<file path="src/rtl/i2s_pkg.sv">
// Shared definitions for the I2S transmit path: default sample width,
// stereo frame layout, underrun modes and a saturating counter helper.
package i2s_pkg;

  localparam int I2S_AUDIO_DW = 32;

  // One stereo frame as it travels through the feeder FIFO.
  typedef struct packed {
    logic [I2S_AUDIO_DW-1:0] left;
    logic [I2S_AUDIO_DW-1:0] right;
  } stereo_frame_t;

  // What the feeder presents when a frame boundary finds the FIFO empty.
  localparam int UR_ZERO   = 0;
  localparam int UR_REPEAT = 1;

  // 16-bit increment that sticks at all-ones instead of wrapping.
  function automatic logic [15:0] sat_inc16(input logic [15:0] value);
    return (value == 16'hFFFF) ? value : value + 16'd1;
  endfunction

endpackage

</file>
<file path="src/rtl/i2s_sync_fifo.sv">
// Single-clock FIFO of fixed-width words. Pointers carry one extra bit so
// full and empty are distinguishable; the head word is read combinationally
// so a word written on one edge can be popped on the very next edge.
module i2s_sync_fifo #(
  parameter int WIDTH      = 64,
  parameter int DEPTH_LOG2 = 3
) (
  input  logic                  clk,
  input  logic                  rst_n,
  input  logic                  flush,
  input  logic                  push,
  input  logic [WIDTH-1:0]      push_data,
  input  logic                  pop,
  output logic [WIDTH-1:0]      head_data,
  output logic                  full,
  output logic                  empty,
  output logic [DEPTH_LOG2:0]   level
);

  localparam int DEPTH = 1 << DEPTH_LOG2;

  logic [WIDTH-1:0]    mem [DEPTH];
  logic [DEPTH_LOG2:0] wr_ptr_reg;
  logic [DEPTH_LOG2:0] rd_ptr_reg;
  logic [DEPTH_LOG2:0] count_reg;
  logic                do_push;
  logic                do_pop;

  assign full  = (wr_ptr_reg[DEPTH_LOG2] != rd_ptr_reg[DEPTH_LOG2]) &&
                 (wr_ptr_reg[DEPTH_LOG2-1:0] == rd_ptr_reg[DEPTH_LOG2-1:0]);
  assign empty = (wr_ptr_reg == rd_ptr_reg);

  // Full blocks writes and empty blocks reads; the caller may request freely.
  assign do_push = push & ~full;
  assign do_pop  = pop & ~empty;

  assign head_data = mem[rd_ptr_reg[DEPTH_LOG2-1:0]];
  assign level     = count_reg;

  // Pointer and occupancy registers; flush overrides any push/pop this edge.
  always_ff @(posedge clk or negedge rst_n) begin
    if (!rst_n) begin
      wr_ptr_reg <= '0;
      rd_ptr_reg <= '0;
      count_reg  <= '0;
    end else if (flush) begin
      wr_ptr_reg <= '0;
      rd_ptr_reg <= '0;
      count_reg  <= '0;
    end else begin
      if (do_push) wr_ptr_reg <= wr_ptr_reg + 1'b1;
      if (do_pop)  rd_ptr_reg <= rd_ptr_reg + 1'b1;
      case ({do_push, do_pop})
        2'b10:   count_reg <= count_reg + 1'b1;
        2'b01:   count_reg <= count_reg - 1'b1;
        default: count_reg <= count_reg;
      endcase
    end
  end

  // Storage array; contents need no reset since the pointers gate every read.
  always_ff @(posedge clk) begin
    if (do_push && !flush) mem[wr_ptr_reg[DEPTH_LOG2-1:0]] <= push_data;
  end

endmodule

</file>
<file path="src/rtl/i2s_tx_feeder.sv">
// Feeds stereo frames to an I2S transmitter. Frames from a valid/ready
// producer are queued; each falling edge of the transmitter's lrclk (seen
// on posedge sclk) marks a frame hand-off, and the next frame is loaded
// onto left_chan/right_chan so it is stable well before the next capture.
module i2s_tx_feeder
  import i2s_pkg::*;
#(
  parameter int AUDIO_DW        = I2S_AUDIO_DW,
  parameter int DEPTH_LOG2      = 3,
  parameter int UNDERRUN_REPEAT = UR_ZERO
) (
  input  logic                  sclk,
  input  logic                  rst_n,
  input  logic                  enable,
  input  logic                  mute,
  input  logic                  flush,
  input  logic                  s_valid,
  output logic                  s_ready,
  input  logic [AUDIO_DW-1:0]   s_left,
  input  logic [AUDIO_DW-1:0]   s_right,
  input  logic                  lrclk,
  output logic [AUDIO_DW-1:0]   left_chan,
  output logic [AUDIO_DW-1:0]   right_chan,
  output logic [DEPTH_LOG2:0]   fifo_level,
  output logic                  underrun,
  output logic [15:0]           underrun_cnt
);

  logic                  lrclk_q_reg;
  logic                  ready_en_reg;
  logic                  tick;
  logic                  push;
  logic                  pop;
  logic                  fifo_full;
  logic                  fifo_empty;
  logic                  fifo_avail;
  logic [2*AUDIO_DW-1:0] head_data;
  logic [AUDIO_DW-1:0]   left_reg;
  logic [AUDIO_DW-1:0]   right_reg;
  logic [AUDIO_DW-1:0]   left_next;
  logic [AUDIO_DW-1:0]   right_next;
  logic                  underrun_reg;
  logic                  underrun_next;
  logic [15:0]           underrun_cnt_reg;
  logic [15:0]           underrun_cnt_next;

  // lrclk falling between two edges: the transmitter just took the frame.
  assign tick = lrclk_q_reg & ~lrclk;

  // ready_en_reg keeps s_ready low while reset is held and for the edge after.
  assign s_ready = ready_en_reg & ~fifo_full;
  assign push    = s_valid & s_ready;

  // A flush in progress makes the queue look empty to the hand-off logic.
  assign fifo_avail = ~fifo_empty & ~flush;
  assign pop        = tick & enable & fifo_avail;

  i2s_sync_fifo #(
    .WIDTH      (2*AUDIO_DW),
    .DEPTH_LOG2 (DEPTH_LOG2)
  ) u_fifo (
    .clk       (sclk),
    .rst_n     (rst_n),
    .flush     (flush),
    .push      (push),
    .push_data ({s_left, s_right}),
    .pop       (pop),
    .head_data (head_data),
    .full      (fifo_full),
    .empty     (fifo_empty),
    .level     (fifo_level)
  );

  // Choose what the transmitter sees next and whether this hand-off starved.
  always_comb begin
    left_next         = left_reg;
    right_next        = right_reg;
    underrun_next     = 1'b0;
    underrun_cnt_next = underrun_cnt_reg;
    if (tick) begin
      if (!enable) begin
        left_next  = '0;
        right_next = '0;
      end else if (fifo_avail) begin
        if (mute) begin
          left_next  = '0;
          right_next = '0;
        end else begin
          left_next  = head_data[2*AUDIO_DW-1 -: AUDIO_DW];
          right_next = head_data[AUDIO_DW-1:0];
        end
      end else begin
        underrun_next     = 1'b1;
        underrun_cnt_next = sat_inc16(underrun_cnt_reg);
        if (UNDERRUN_REPEAT != UR_REPEAT) begin
          left_next  = '0;
          right_next = '0;
        end
      end
    end
  end

  // Output, edge-detect and underrun registers.
  always_ff @(posedge sclk or negedge rst_n) begin
    if (!rst_n) begin
      lrclk_q_reg      <= 1'b1;
      ready_en_reg     <= 1'b0;
      left_reg         <= '0;
      right_reg        <= '0;
      underrun_reg     <= 1'b0;
      underrun_cnt_reg <= '0;
    end else begin
      lrclk_q_reg      <= lrclk;
      ready_en_reg     <= 1'b1;
      left_reg         <= left_next;
      right_reg        <= right_next;
      underrun_reg     <= underrun_next;
      underrun_cnt_reg <= underrun_cnt_next;
    end
  end

  assign left_chan    = left_reg;
  assign right_chan   = right_reg;
  assign underrun     = underrun_reg;
  assign underrun_cnt = underrun_cnt_reg;

endmodule

</file>
<file path="config.mk">
export PLATFORM = sky130hd
export DESIGN_NAME = i2s_tx_feeder
export DESIGN_NICKNAME = d
export VERILOG_FILES = /design/src/rtl/i2s_pkg.sv /design/src/rtl/i2s_sync_fifo.sv /design/src/rtl/i2s_tx_feeder.sv
export SDC_FILE = /design/constraint.sdc
export NUM_CORES = 1
export LEC_CHECK = 0
export ABC_AREA = 1
export CAP_MARGIN = 25
export CORE_MARGIN = 2
export CORE_UTILIZATION = 59
export CTS_CLUSTER_SIZE = 12
export DETAILED_ROUTE_END_ITERATION = 10
export HOLD_SLACK_MARGIN = 0.05
export PLACE_DENSITY = 0.8
export SYNTH_ARGS = -nofsm -noshare
export SYNTH_HDL_FRONTEND = slang
export SYNTH_HIERARCHICAL = 1
export SYNTH_SLANG_ARGS = --single-unit
</file>
<file path="constraint.sdc">
create_clock -name sclk -period 9.6 [get_ports sclk]
set_input_delay 0.96 -clock sclk [delete_from_list [all_inputs] [get_ports sclk]]
set_output_delay 0.96 -clock sclk [all_outputs]
set_load 0.01 [all_outputs]
</file>
-- Yosys cells after proc, flatten, opt, wreduce, memory -nomap -nowiden
Memory sizes are Yosys's and may differ from the RTL's.
Index checks and enable logic that the tools add are counted.
- div/mod/pow operators: 0
- $add $sub $neg: 5
- muxes and demuxes: 17
- equality and inequality tests: 6
- bitwise gates (word level): 14
- shifts and indexed selects: 0
- multiply operators: 0
- reduce and logical (&&, ||, !) cells: 7
- magnitude comparators: 0
- operators with widths (kind ; number):
    two-way mux 32 bit ; 6
    two-way mux 4 bit ; 5
    adder 16 x 1 -> 16 bit (second input constant) ; 1
    == test 16 bit (second input constant) ; 1
    adder 4 x 1 -> 4 bit (second input constant) ; 3
    bitwise AND 1 bit ; 8
    case mux 4 bit (2 select lines) ; 1
    inverter 1 bit ; 6
    two-way mux 1 bit ; 5
    == test 4 bit ; 1
    AND reduction 4 bit ; 1
    nonzero test 2 bit ; 2
    subtractor 4 x 1 -> 4 bit (second input constant) ; 1
    == test 3 bit ; 1
    nonzero test 3 bit ; 1
    == test 2 x 1 -> 1 bit (second input constant) ; 1
    == test 2 bit (second input constant) ; 1
    logical AND 1 bit ; 2
    logical NOT 1 bit ; 1
    inequality test 1 bit ; 1
- RAM bits: 512
- output and inout port bits: 86
- bits in latches: 0
- bits in read-only memories: 0
- register bits: 95
- memories kept: 1
- input port bits: 71
- word-level logic and storage cells: 59
- memory list (memory ; depth ; bits a word ; read ports ; clocked after Yosys merged registers in ; wr ports ; line ; text):
    u_fifo.mem ; 8 ; 64 ; 1 ; 0 ; 1 ; i2s_sync_fifo.sv:22 ; logic [WIDTH-1:0] mem [DEPTH];

-- Longest topological paths before layout
- depth in word-level cells: 9
- mapped depth: 24
- mapped depth without buffers: 23

-- Cells and area by module
The synthesis kept the hierarchy.
- by module, submodules not included (module ; area each (um^2) ; seq. area each (um^2) ; times used ; cells each):
    i2s_sync_fifo ; 20508.4 ; 15675.0 ; 1 ; 1574
    i2s_tx_feeder ; 3767.4 ; 2078.2 ; 1 ; 449

-- Least setup slack after synthesis
No wires, ideal clock.
- path type: reg2reg
- start point: reg u_fifo.rd_ptr_reg[0]
- end point: mem u_fifo.mem[1][0] (enable)
- setup time: 565 ps
- required time: 9035 ps
- setup slack: 2953 ps
- arrival time: 6082 ps
- buffers on the path: 2
- cell stages (with the launch flop): 12
- cell sequence: dfrtp_1 > buf_6 > buf_6 > nand2_2 > nand2_4 > nand4_4 > inv_1 > nor3b_1 > nand2_4 > inv_2 > nand2_2 > nor3_1
- longest elaborated chain between the ends: 9
- RTL lines (what ; line ; text):
    from (decl) ; i2s_sync_fifo.sv:24 ; logic [DEPTH_LOG2:0] rd_ptr_reg;
    from (signal assigned) ; i2s_sync_fifo.sv:52 ; if (do_pop) rd_ptr_reg <= rd_ptr_reg + 1'b1;
    == test 3 bit ; i2s_sync_fifo.sv:30 ; (wr_ptr_reg[DEPTH_LOG2-1:0] == rd_ptr_reg[DEPTH_LOG2-1:0]);
    logical AND 1 bit ; i2s_sync_fifo.sv:29 ; assign full = (wr_ptr_reg[DEPTH_LOG2] != rd_ptr_reg[DEPTH_LOG2]) &&
    via fifo_full ; i2s_tx_feeder.sv:34 ; logic fifo_full;
    inverter 1 bit ; i2s_tx_feeder.sv:51 ; assign s_ready = ready_en_reg & ~fifo_full;
    bitwise AND 1 bit ; i2s_tx_feeder.sv:51 ;
    bitwise AND 1 bit ; i2s_tx_feeder.sv:52 ; assign push = s_valid & s_ready;
    via push ; i2s_tx_feeder.sv:32 ; logic push;
    bitwise AND 1 bit ; i2s_sync_fifo.sv:34 ; assign do_push = push & ~full;
    logical AND 1 bit ; i2s_sync_fifo.sv:63 ; if (do_push && !flush) mem[wr_ptr_reg[DEPTH_LOG2-1:0]] <= push_data;
    two-way mux 1 bit ; i2s_sync_fifo.sv:63 ;
    two-way mux 1 bit (not written as such) ; i2s_sync_fifo.sv:63 ;
    to (decl) ; i2s_sync_fifo.sv:22 ;
The timed path passes the listed nets, and every way through them passes these cells.

-- Worst setup path in the final report
- start point: reg u_fifo.rd_ptr_reg[1]
- end point: mem u_fifo.mem[3][56] (enable)
The elaborated chain is that of the path after synthesis.

==> impl_metrics.yaml <==
setup_path:
  worstRegToRegCells: 11
  cp_num_cells: 11
  crit_path_max_fanout: 55
  crit_required_ns: 9.81
  crit_type: "flip-flop to flip-flop"
  r2r_end: "u_fifo/mem[3][56]$_DFFE_PP_"
  rrSetupSlack_ns: 4.87
  crit_chain: "inv_2 > nand2_1 > nand2_1 > nand4_4 > inv_1 > nor3b_1 > nand2_4 > inv_2 > nand2_2 > nor3_2 > buf_4"
  cp.arrival_ns: 4.94
  crit_family: "simple AND/OR/NAND/NOR gates"
  cp_slowest_cell: "buf_4"
  critPathMaxStageDelay_ns: 0.86
  worstReg2RegStart: "u_fifo/rd_ptr_reg[1]$_DFFE_PN0P_"
  crit_buf_inv: 4
  crit_path_start_kind: "flip-flop"
  crit_path_end_kind: "flip-flop"
sta:
  timing.max_slew.rel_slack_pct: 29.63
  period_share_pct: 49.27
  worst_slew_pin_slew_ns: 1.056
  min_period_ns: 4.730
  setup-tns-final_ns: 0
  finalHoldViolCount: 0
  holdWs_ns: 0.2917
  rsz0062_at_grt: "false"
  drv_slew: 0
  fmax_mhz: 211.4
  fin_ws_ns: 4.870
  setup_violations: 0
  fin_skew_ns: 0.01584
finish:
  final_nets: 2214
  largest_reg_flops: 512
  area_growth_pct: 15.35
  drive_above_1_share_pct: 6.176
grt:
  grt_pass1_wl_um: 86440
  track_usage_pct: 26.24
  grt.overflow.total: 0
  grt_antenna_before_repair: 0
  grt_max_degree: 110
  grt_pass1_vias: 16190
placed_design:
  place_congestion: 0.8268
  dp_hpwl_um: 29310
  dp_slack_ns: 4.951
  port_buffers: 156
detailed_routing:
  vias: 16510
  via_per_inst: 6.071
  ant_nets: 0
  wirelength_um: 56340
  drc: 0
  drt_iter0_drc: 1929
  routedWlPerCell_um: 20.71
  firstDrtPassIters: 6
floorplanning:
  rows: 74
  fp.coreArea_sq_um: 40740
  dieArea_sq_um: 42780
  fp.dieW_um: 206.8
  num_io_pins: 157
  initial_core_util_pct: 59.59
  die_y_um: 206.8
synth:
  synth_top_area_share_pct: 63.33
  synth.yosys.warnings: 6
  synth_cells: 2023
  synth.distinct_cells: 32
  synth-seq-area-share_pct: 73.13
  syn_area_per_cell_sq_um: 12.00
  syn_nets: 2100
  synth_edf_count: 512
  synth.largest_area_cell: "edfxtp_1"
  yosys-top-cells-area: "edfxtp_1 63%, dfrtp_1 9.7%, o21ai_0 7.7%"
  syn_area_sq_um: 24280
  ys_ff_latch: 607
  synthFlopType: "edfxtp_1"
  async_reset_ff_share_pct: 15.65
clock_network:
  cts_htree_levels: 2
  post-cts-setup-buffers: 0
  cts_resized: 0
  cts.path.max_buffers: 3
  clkSinkCount: 607
  cts_tree: "built"
  numCtsBuffers: 58
  cts.clk_slew.worst_paths_ns: 0.06
  cts_hold_buf: 0
  cts-root-buf: "clkbuf_16"
  clkLatencyLatePin_ns: 0.59
power_and_ir_drop:
  leakagePower_nw: 10.01
  irDropWorstVdd_mv: 0.1341
  pwr_density_cell_nw_per_um2: 184.9
run:
  cap_violations: 0
status:
  status: "complete, no violations"
min_path:
  hp-class: "input port to async pin"
[power by group]
part	switching (W)	leakage, nW	internal, W
Sequential	0.0000231	5.92	0.00289
Combinational	0.000124	3.29	0.0000818
Clock	0.000904	0.807	0.00115
[cell families (layout without fill, tap and decap cells)]
logic type	count (synthesis)	in the layout	synth area share [%]
compound gates	524	524	11.48
xor+xnor	8	8	0.2886
fa+ha+maj	6	6	0.3402
buf+inv	167	330	2.948
flops	607	607	73.13
other cells	1	3	0.01545
simple gates	710	710	11.80
[cell usage after synthesis, types with 3 or more instances]
master	instances
xnor2_1	7
edfxtp_1	512
ha_1	5
nor3_1	4
o22ai_1	128
inv_1	31
nand3_1	18
clkbuf_1	87
dfrtp_1	94
o21ai_1	19
nor2_1	288
buf_6	3
nand2_2	3
nor2_4	5
buf_2	34
o21ai_0	374
nand4_1	14
nand2_4	6
inv_2	7
nand2_1	366
nand3_2	4
[metal layers]
metal	GRT usage (%)	vias up	routed length, um
met4	8.840	0	1189
met2	43.17	873	27680
met5	0	-	0
met3	4.066	92	4901
met1	36.27	8096	22570
li1	-	7451	-
[how the worst max path moves through the flow]
stage | to | startpoint | slack [ns]
global placement | u_fifo/mem[3][39]$_DFFE_PP_ | u_fifo/rd_ptr_reg[1]$_DFFE_PN0P_ | 5.09
detailed placement | u_fifo/mem[3][42]$_DFFE_PP_ | u_fifo/rd_ptr_reg[1]$_DFFE_PN0P_ | 4.95
CTS | u_fifo/mem[3][48]$_DFFE_PP_ | u_fifo/rd_ptr_reg[1]$_DFFE_PN0P_ | 4.93
finish | u_fifo/mem[3][56]$_DFFE_PP_ | u_fifo/rd_ptr_reg[1]$_DFFE_PN0P_ | 4.87
global route | u_fifo/mem[3][58]$_DFFE_PP_ | u_fifo/rd_ptr_reg[1]$_DFFE_PN0P_ | 4.56
floorplan | u_fifo/mem[1][0]$_DFFE_PP_ | u_fifo/rd_ptr_reg[0]$_DFFE_PN0P_ | 2.95
[worst reg2reg max path, stage by stage, from the launching register on]
cell and delay [ns]:
dfrtp_4 0.72, inv_2 0.54, nand2_1 0.20, nand2_1 0.15, nand4_4 0.17, inv_1 0.07, nor3b_1 0.52, nand2_4 0.16
inv_2 0.14, nand2_2 0.13, nor3_2 0.67, buf_4 0.86
[through the flow]
stage | area (sq um) | instances | power, W | util, %
after floorplan | 24280 | 2023 | 0.003045 | -
after global placement | 26140 | 2602 | 0.003158 | 64.17
after detailed placement | 26180 | 2604 | 0.003169 | 64.27
after CTS | 27870 | 2713 | 0.005199 | 68.41
after global routing | 28000 | 2718 | 0.005317 | 68.73
final | 28000 | 2720 | 0.005177 | 68.74
[final cells by class]
type / count / area, sq um
Antenna cell: 2 / 5.005
Clock buffer: 103 / 1652
Clock inverter: 6 / 32.53
Fill cell: 2719 / 12740
Inverter: 38 / 147.6
Multi-Input combinational cell: 1249 / 5864
Sequential cell: 607 / 17760
Tap cell: 532 / 665.6
Timing Repair Buffer: 183 / 1874
[layout by cell type, fill, tap and decap left out, types with 2 or more instances in the layout]
| cell type | synthesis | final |
|---|---|---|
| nand2_4 | 6 | 6 |
| buf_4 | 2 | 21 |
| nand3_2 | 4 | 5 |
| edfxtp_1 | 512 | 512 |
| nand2_1 | 366 | 366 |
| o21ai_1 | 19 | 19 |
| nor2_4 | 5 | 10 |
| clkbuf_1 | 87 | 43 |
| clkbuf_16 | 0 | 59 |
| dfrtp_4 | 0 | 2 |
| inv_6 | 0 | 2 |
| inv_2 | 7 | 7 |
| clkinv_2 | 0 | 4 |
| diode_2 | 0 | 2 |
| ha_1 | 5 | 5 |
| nand4_1 | 14 | 14 |
| clkdlybuf4s50_1 | 0 | 154 |
| dfrtp_1 | 94 | 91 |
| inv_1 | 31 | 30 |
| a21oi_1 | 2 | 2 |
| nand3_1 | 18 | 17 |
| nor2_1 | 288 | 283 |
| nor3_2 | 0 | 3 |
| o22ai_1 | 128 | 128 |
| xnor2_1 | 7 | 7 |
| buf_16 | 0 | 4 |
| buf_12 | 1 | 3 |
| o21ai_0 | 374 | 374 |
| nand2_2 | 3 | 3 |
Note: power is estimated with default switching activity, not from simulation.
